<file path="src/rtl/rv32_pkg.sv">
// Shared RV32 core definitions: load funct3 codes,
// writeback state encoding and the captured-load context.
package rv32_pkg;

  localparam logic [2:0] F3_LB  = 3'b000;
  localparam logic [2:0] F3_LH  = 3'b001;
  localparam logic [2:0] F3_LW  = 3'b010;
  localparam logic [2:0] F3_LBU = 3'b100;
  localparam logic [2:0] F3_LHU = 3'b101;

  typedef enum logic {
    WB_IDLE      = 1'b0,
    WB_WAIT_LOAD = 1'b1
  } wb_state_t;

  typedef struct packed {
    logic [4:0] rd;
    logic [2:0] funct3;
    logic [1:0] addr_lo;
  } ld_ctx_t;

endpackage

</file>
<file path="src/rtl/rv32_load_align.sv">
// Load data alignment and sign/zero extension.
// Pure combinational so a future LSU can reuse it.
module rv32_load_align
  import rv32_pkg::*;
(
  input  logic [2:0]  funct3,
  input  logic [1:0]  addr_lo,
  input  logic [31:0] rdata,
  output logic [31:0] value,
  output logic        illegal
);

  logic [7:0]  b;
  logic [15:0] h;

  assign b = rdata[{addr_lo, 3'b000} +: 8];
  assign h = rdata[{addr_lo[1], 4'b0000} +: 16];

  always_comb begin
    value   = '0;
    illegal = 1'b0;
    unique case (1'b1)
      funct3 == F3_LB:  value = {{24{b[7]}}, b};
      funct3 == F3_LBU: value = {24'h0, b};
      funct3 == F3_LH:  value = {{16{h[15]}}, h};
      funct3 == F3_LHU: value = {16'h0, h};
      funct3 == F3_LW:  value = rdata;
      default:          illegal = 1'b1;
    endcase
  end

endmodule

</file>
<file path="src/rtl/rv32_writeback.sv">
// Writeback stage: sole driver of the register-file
// write port; retires ALU results and one outstanding load.
module rv32_writeback
  import rv32_pkg::*;
#(
  parameter int LOAD_TIMEOUT = 16
) (
  input  logic        clk,
  input  logic        reset_n,
  input  logic        ex_valid,
  output logic        ex_ready,
  input  logic [4:0]  ex_rd,
  input  logic [31:0] ex_result,
  input  logic        ex_is_load,
  input  logic [2:0]  ex_funct3,
  input  logic [1:0]  ex_addr_lo,
  input  logic        mem_rvalid,
  input  logic [31:0] mem_rdata,
  input  logic        mem_rerr,
  output logic [4:0]  rd_address,
  output logic [31:0] rd_value,
  output logic        retire,
  output logic        load_fault,
  output logic        wb_busy
);

  localparam int TW = $clog2(LOAD_TIMEOUT + 1);
  localparam logic [TW-1:0] T_LAST = TW'(LOAD_TIMEOUT - 1);

  wb_state_t     state;
  logic [TW-1:0] timer;
  ld_ctx_t       ld;

  logic [2:0]  al_f3;
  logic [1:0]  al_lo;
  logic [31:0] al_value;
  logic        al_illegal;

  assign ex_ready = (state == WB_IDLE);

  // Idle: aligner checks the incoming funct3; waiting: it shapes load data.
  assign al_f3 = ex_ready ? ex_funct3  : ld.funct3;
  assign al_lo = ex_ready ? ex_addr_lo : ld.addr_lo;

  rv32_load_align u_align (
    .funct3  (al_f3),
    .addr_lo (al_lo),
    .rdata   (mem_rdata),
    .value   (al_value),
    .illegal (al_illegal)
  );

  always_ff @(posedge clk) begin
    if (!reset_n) begin
      state      <= WB_IDLE;
      timer      <= '0;
      ld         <= '0;
      rd_address <= '0;
      rd_value   <= '0;
      retire     <= 1'b0;
      load_fault <= 1'b0;
      wb_busy    <= 1'b0;
    end else begin
      rd_address <= '0;
      retire     <= 1'b0;
      load_fault <= 1'b0;
      unique case (state)
        WB_IDLE: begin
          if (ex_valid) begin
            if (!ex_is_load) begin
              rd_address <= ex_rd;
              rd_value   <= ex_result;
              retire     <= 1'b1;
            end else if (al_illegal) begin
              retire     <= 1'b1;
              load_fault <= 1'b1;
            end else begin
              ld      <= '{rd: ex_rd,
                           funct3: ex_funct3,
                           addr_lo: ex_addr_lo};
              timer   <= '0;
              state   <= WB_WAIT_LOAD;
              wb_busy <= 1'b1;
            end
          end
        end
        WB_WAIT_LOAD: begin
          // Data arriving on the expiry cycle still wins.
          if (mem_rvalid) begin
            retire  <= 1'b1;
            state   <= WB_IDLE;
            wb_busy <= 1'b0;
            if (mem_rerr) begin
              load_fault <= 1'b1;
            end else begin
              rd_address <= ld.rd;
              rd_value   <= al_value;
            end
          end else if (timer == T_LAST) begin
            retire     <= 1'b1;
            load_fault <= 1'b1;
            state      <= WB_IDLE;
            wb_busy    <= 1'b0;
          end else begin
            timer <= timer + TW'(1);
          end
        end
      endcase
    end
  end

endmodule
</file>
<file path="config.mk">
export PLATFORM = sky130hd
export DESIGN_NAME = rv32_writeback
export DESIGN_NICKNAME = d
export VERILOG_FILES = /design/src/rtl/rv32_pkg.sv /design/src/rtl/rv32_load_align.sv /design/src/rtl/rv32_writeback.sv
export SDC_FILE = /design/constraint.sdc
export NUM_CORES = 1
export LEC_CHECK = 0
export CAP_MARGIN = 20
export CORE_UTILIZATION = 40
export CTS_CLUSTER_DIAMETER = 150
export DETAILED_ROUTE_END_ITERATION = 8
export PLACE_DENSITY = 0.87
export SYNTH_ARGS = -nofsm -noshare
export SYNTH_HDL_FRONTEND = slang
export SYNTH_SLANG_ARGS = --single-unit
</file>
<file path="constraint.sdc">
create_clock -name clk -period 1.9 [get_ports clk]
set_input_delay 0.38 -clock clk [delete_from_list [all_inputs] [get_ports clk]]
set_output_delay 0.38 -clock clk [all_outputs]
set_load 0.05 [all_outputs]
</file>
==> results of run 1 <==
cells in the mapped netlist, drive strengths merged, types with 3 or more instances:
cell type / count / area (sq um)
dfxtp: 56 / 1120
a21oi: 42 / 210
nor2b: 34 / 213
o221ai: 28 / 245
nand2: 26 / 97.6
clkbuf: 25 / 95.1
o21ai: 24 / 120
mux2i: 16 / 160
nand3: 13 / 65.1
nor2: 10 / 37.5
and3: 7 / 43.8
a211oi: 6 / 45.0
a22oi: 6 / 45.0
a31o: 6 / 52.6
o2111ai: 6 / 52.6
a221oi: 5 / 43.8
a2bb2oi: 5 / 43.8
buf: 5 / 31.3
o211ai: 5 / 37.5
a21boi: 4 / 41.3
inv: 4 / 15.0
nand2b: 3 / 18.8
worst reg2reg max path, stage by stage, from the launching register on:
cell,delay (ns)
dfxtp_4,0.39
mux2i_4,0.25
mux4_2,0.56
a31oi_4,0.19
a21boi_4,0.22
buf_6,0.18
a21oi_1,0.08
area by class of cell:
cell class | count | area (sq um) | area share (%)
clock inverters | 2 | 16.3 | 0.333
repair buffers | 170 | 1610 | 33.0
inverters | 4 | 15.0 | 0.307
clock buffers | 6 | 72.6 | 1.49
flip-flops and latches | 56 | 1120 | 23.0
well taps | 99 | 124 | 2.54
multi-input cells | 275 | 1920 | 39.3
cell families after synthesis:
group | after synthesis | synth area share [%]
AO/OA/AOI/OAI | 145 | 32.9
buffers and inverters | 34 | 4.55
adder cells (fa/ha/maj) | 2 | 0.806
AND/OR/NAND/NOR | 109 | 19.1
flip-flops | 56 | 36.1
XOR/XNOR | 2 | 0.564
multiplexers | 17 | 5.88
worst max-delay path by stage:
stage | from | to | slack [ns] | depth (start not counted)
floorplan | state$_SDFF_PN0_ | rd_value[20]$_SDFFE_PN0P_ | -0.11 | 6
global placement | ex_addr_lo[0] | rd_value[30]$_SDFFE_PN0P_ | -0.48 | 7
detailed placement | ex_addr_lo[0] | rd_value[16]$_SDFFE_PN0P_ | -0.51 | 7
CTS | state$_SDFF_PN0_ | rd_value[19]$_SDFFE_PN0P_ | -0.13 | 7
global route | state$_SDFF_PN0_ | rd_value[22]$_SDFFE_PN0P_ | -0.12 | 7
finish | state$_SDFF_PN0_ | rd_value[22]$_SDFFE_PN0P_ | -0.05 | 6
state kept, by name, summed over array words and instances (netlist names):
name,count
rd_address,5
load_fault,1
retire,1
timer,5
wb_busy,1
ld,10
rd_value,32
state,1
per-layer routing:
metal  up-vias  track usage (%)
li1       1690                -
met1      1738             32.2
met2       226             46.9
met3        29             6.60
met4         0             12.4
met5         -                0
metrics by stage:
step           std cells  hold slack, ns
6_report             612           0.479
4_1_cts              615           0.486
3_5_place_dp         603           0.473
2_1_floorplan        365           0.444
3_3_place_gp         603           0.453
5_1_grt              612           0.514
power by group through the flow:
stage	registers, W	clock network (W)	logic (W)
2_1_floorplan	0.00152	0	0.000351
3_3_place_gp	0.00132	0	0.00102
3_5_place_dp	0.00132	0	0.00104
4_1_cts	0.00130	0.000676	0.00108
5_1_grt	0.00131	0.000737	0.00114
6_report	0.00130	0.000683	0.00109
what timing repair did:
item / CTS / global route
pin swaps: 1 / 3
hold buffers: 0 / 0
endpoints found under the setup margin: 27 / 43
gates resized for setup: 13 / 23
gates cloned: 1 / 0
setup buffers: 3 / 1
==> results.sh, run 1 <==
export IMPL_status="finished with violations"
export IMPL_violations="setup timing"
export IMPL_slowest_delay_ns=0.56
export IMPL_p_seq_share_pct=42.3
export IMPL_crit_path_max_fanout=8
export IMPL_die_w_microns=90.1
export IMPL_netSwitchingPower_w=0.00107
export IMPL_netlist_instances=365
export IMPL_final_util_pct=66.3
export IMPL_arrival_ns=2.18
export IMPL_nets=594
export IMPL_gp_congestion=0.969
export IMPL_topRoutingLayerUsed="met4"
export IMPL_worstSetupPathType="reg -> reg"
export IMPL_wl_met3_microns=984
export IMPL_cts_buffers=5
export IMPL_design_area_sq_um=4880
export IMPL_synth_edf_count=0
export IMPL_die_area_sq_um=8120
export IMPL_min_period_ns=1.95
export IMPL_power_leakage_nw=2.00
export IMPL_drt_met1_wl_microns=4450
export IMPL_power_frac_clock_pct=22.2
export IMPL_crit_path_end_kind="register"
export IMPL_clkSinkCount=56
export IMPL_rows=31
export IMPL_timing_rr_start="state$_SDFF_PN0_"
export IMPL_layout_commonest_cell="clkdlybuf4s50_1"
export IMPL_ant_nets=0
export IMPL_vias=3683
export IMPL_grt_setup_unrepaired="true"
export IMPL_hold_depth=2
export IMPL_drcViolationCount=0
export IMPL_die_h_microns=90.1
export IMPL_ys_seq_elements=56
export IMPL_yosys_warnings=0
export IMPL_placed_area_sq_um=4680
export IMPL_worstHoldStart="wb_busy$_SDFFE_PN0P_"
export IMPL_antenna_found_initial=0
export IMPL_grt_max_degree=41
export IMPL_hold_viol=0
export IMPL_overflow=0
export IMPL_wl_met2_microns=5500
export IMPL_path_clk_slew_ns=0.11
export IMPL_period_share_pct=103
export IMPL_drive_above_1_share_pct=19.7
export IMPL_finalPower_w=0.00307
export IMPL_dp_slack_ns=-0.508
export IMPL_worstMarginPinSlew_ns=0.513
export IMPL_start_util_pct=42.1
export IMPL_antennaDiodeCount=0
export IMPL_grt_pass1_wl_microns=17900
export IMPL_io_buffers=120
export IMPL_maxCapViolCount=0
export IMPL_yosys_cell_types_count=45
export IMPL_p_per_area_nw_per_um2=629
export IMPL_critPathLaunchType="register"
export IMPL_drv_slew=0
export IMPL_path_delay_family="multiplexers"
export IMPL_clock_root_buffer="clkbuf_8"
export IMPL_reg2regPathDepth=6
export IMPL_vdd_drop_max_v=0.000344
export IMPL_swShare_pct=35.0
export IMPL_cts_tree="yes"
export IMPL_cts_path_max_buffers=2
export IMPL_setup_slack_ns=-0.0525
export IMPL_dp_hpwl_microns=8230
export IMPL_cts_max_level=2
export IMPL_setup_viol=17
export IMPL_ys_flop_type="dfxtp_1"
export IMPL_slowest_stage="mux4_2"
export IMPL_area_growth_pct=57.3
export IMPL_syn_avg_cell_area_sq_um=8.50
export IMPL_grt_pass1_vias=3708
export IMPL_path_cells="mux2i_4 -> mux4_2 -> a31oi_4 -> a21boi_4 -> buf_6 -> a21oi_1"
export IMPL_worstPathRequired_ns=2.13
export IMPL_hold_end="wb_busy$_SDFFE_PN0P_"
export IMPL_wire_per_inst_microns=18.4
export IMPL_hold_path_class="reg -> reg"
export IMPL_clock_latency_ns=0.33
export IMPL_reg2reg_slack_ns=-0.05
export IMPL_first_iter_violations=279
export IMPL_synthesis_area_sq_um=3100
export IMPL_syn_num_nets=447
export IMPL_routed_wl_microns=11300
export IMPL_slew_headroom_pct=65.7
export IMPL_r2r_end="rd_value[22]$_SDFFE_PN0P_"
export IMPL_fmax_mhz=512
export IMPL_clock_skew_final_ns=0.0157
export IMPL_final_cell_mix="clkdlybuf4s50_1 (94), buf_4 (57), dfxtp_1 (55)"
export IMPL_firstDrtPassIters=5
export IMPL_routed_via_density=6.02
export IMPL_setup_tns_ns=-0.680
export IMPL_p_int_w=0.00200
export IMPL_groute_usage_overall_pct=27.4
export IMPL_crit_buf_inv=1
export IMPL_final_fill_count=586
export IMPL_core_sq_um=7370
export IMPL_p_comb_share_pct=35.4
export IMPL_synthArstFlopShare_pct=0
export IMPL_ys_seq_area_share_pct=36.1
export IMPL_io_pins=121
(Power assumes the default switching activity.)
==> inputs of run 2 (changes only) <==
- CTS_CLUSTER_SIZE: unset -> 20
==> results of run 2 <==
Final layout, timing and power as in run 1 (identical DEF).
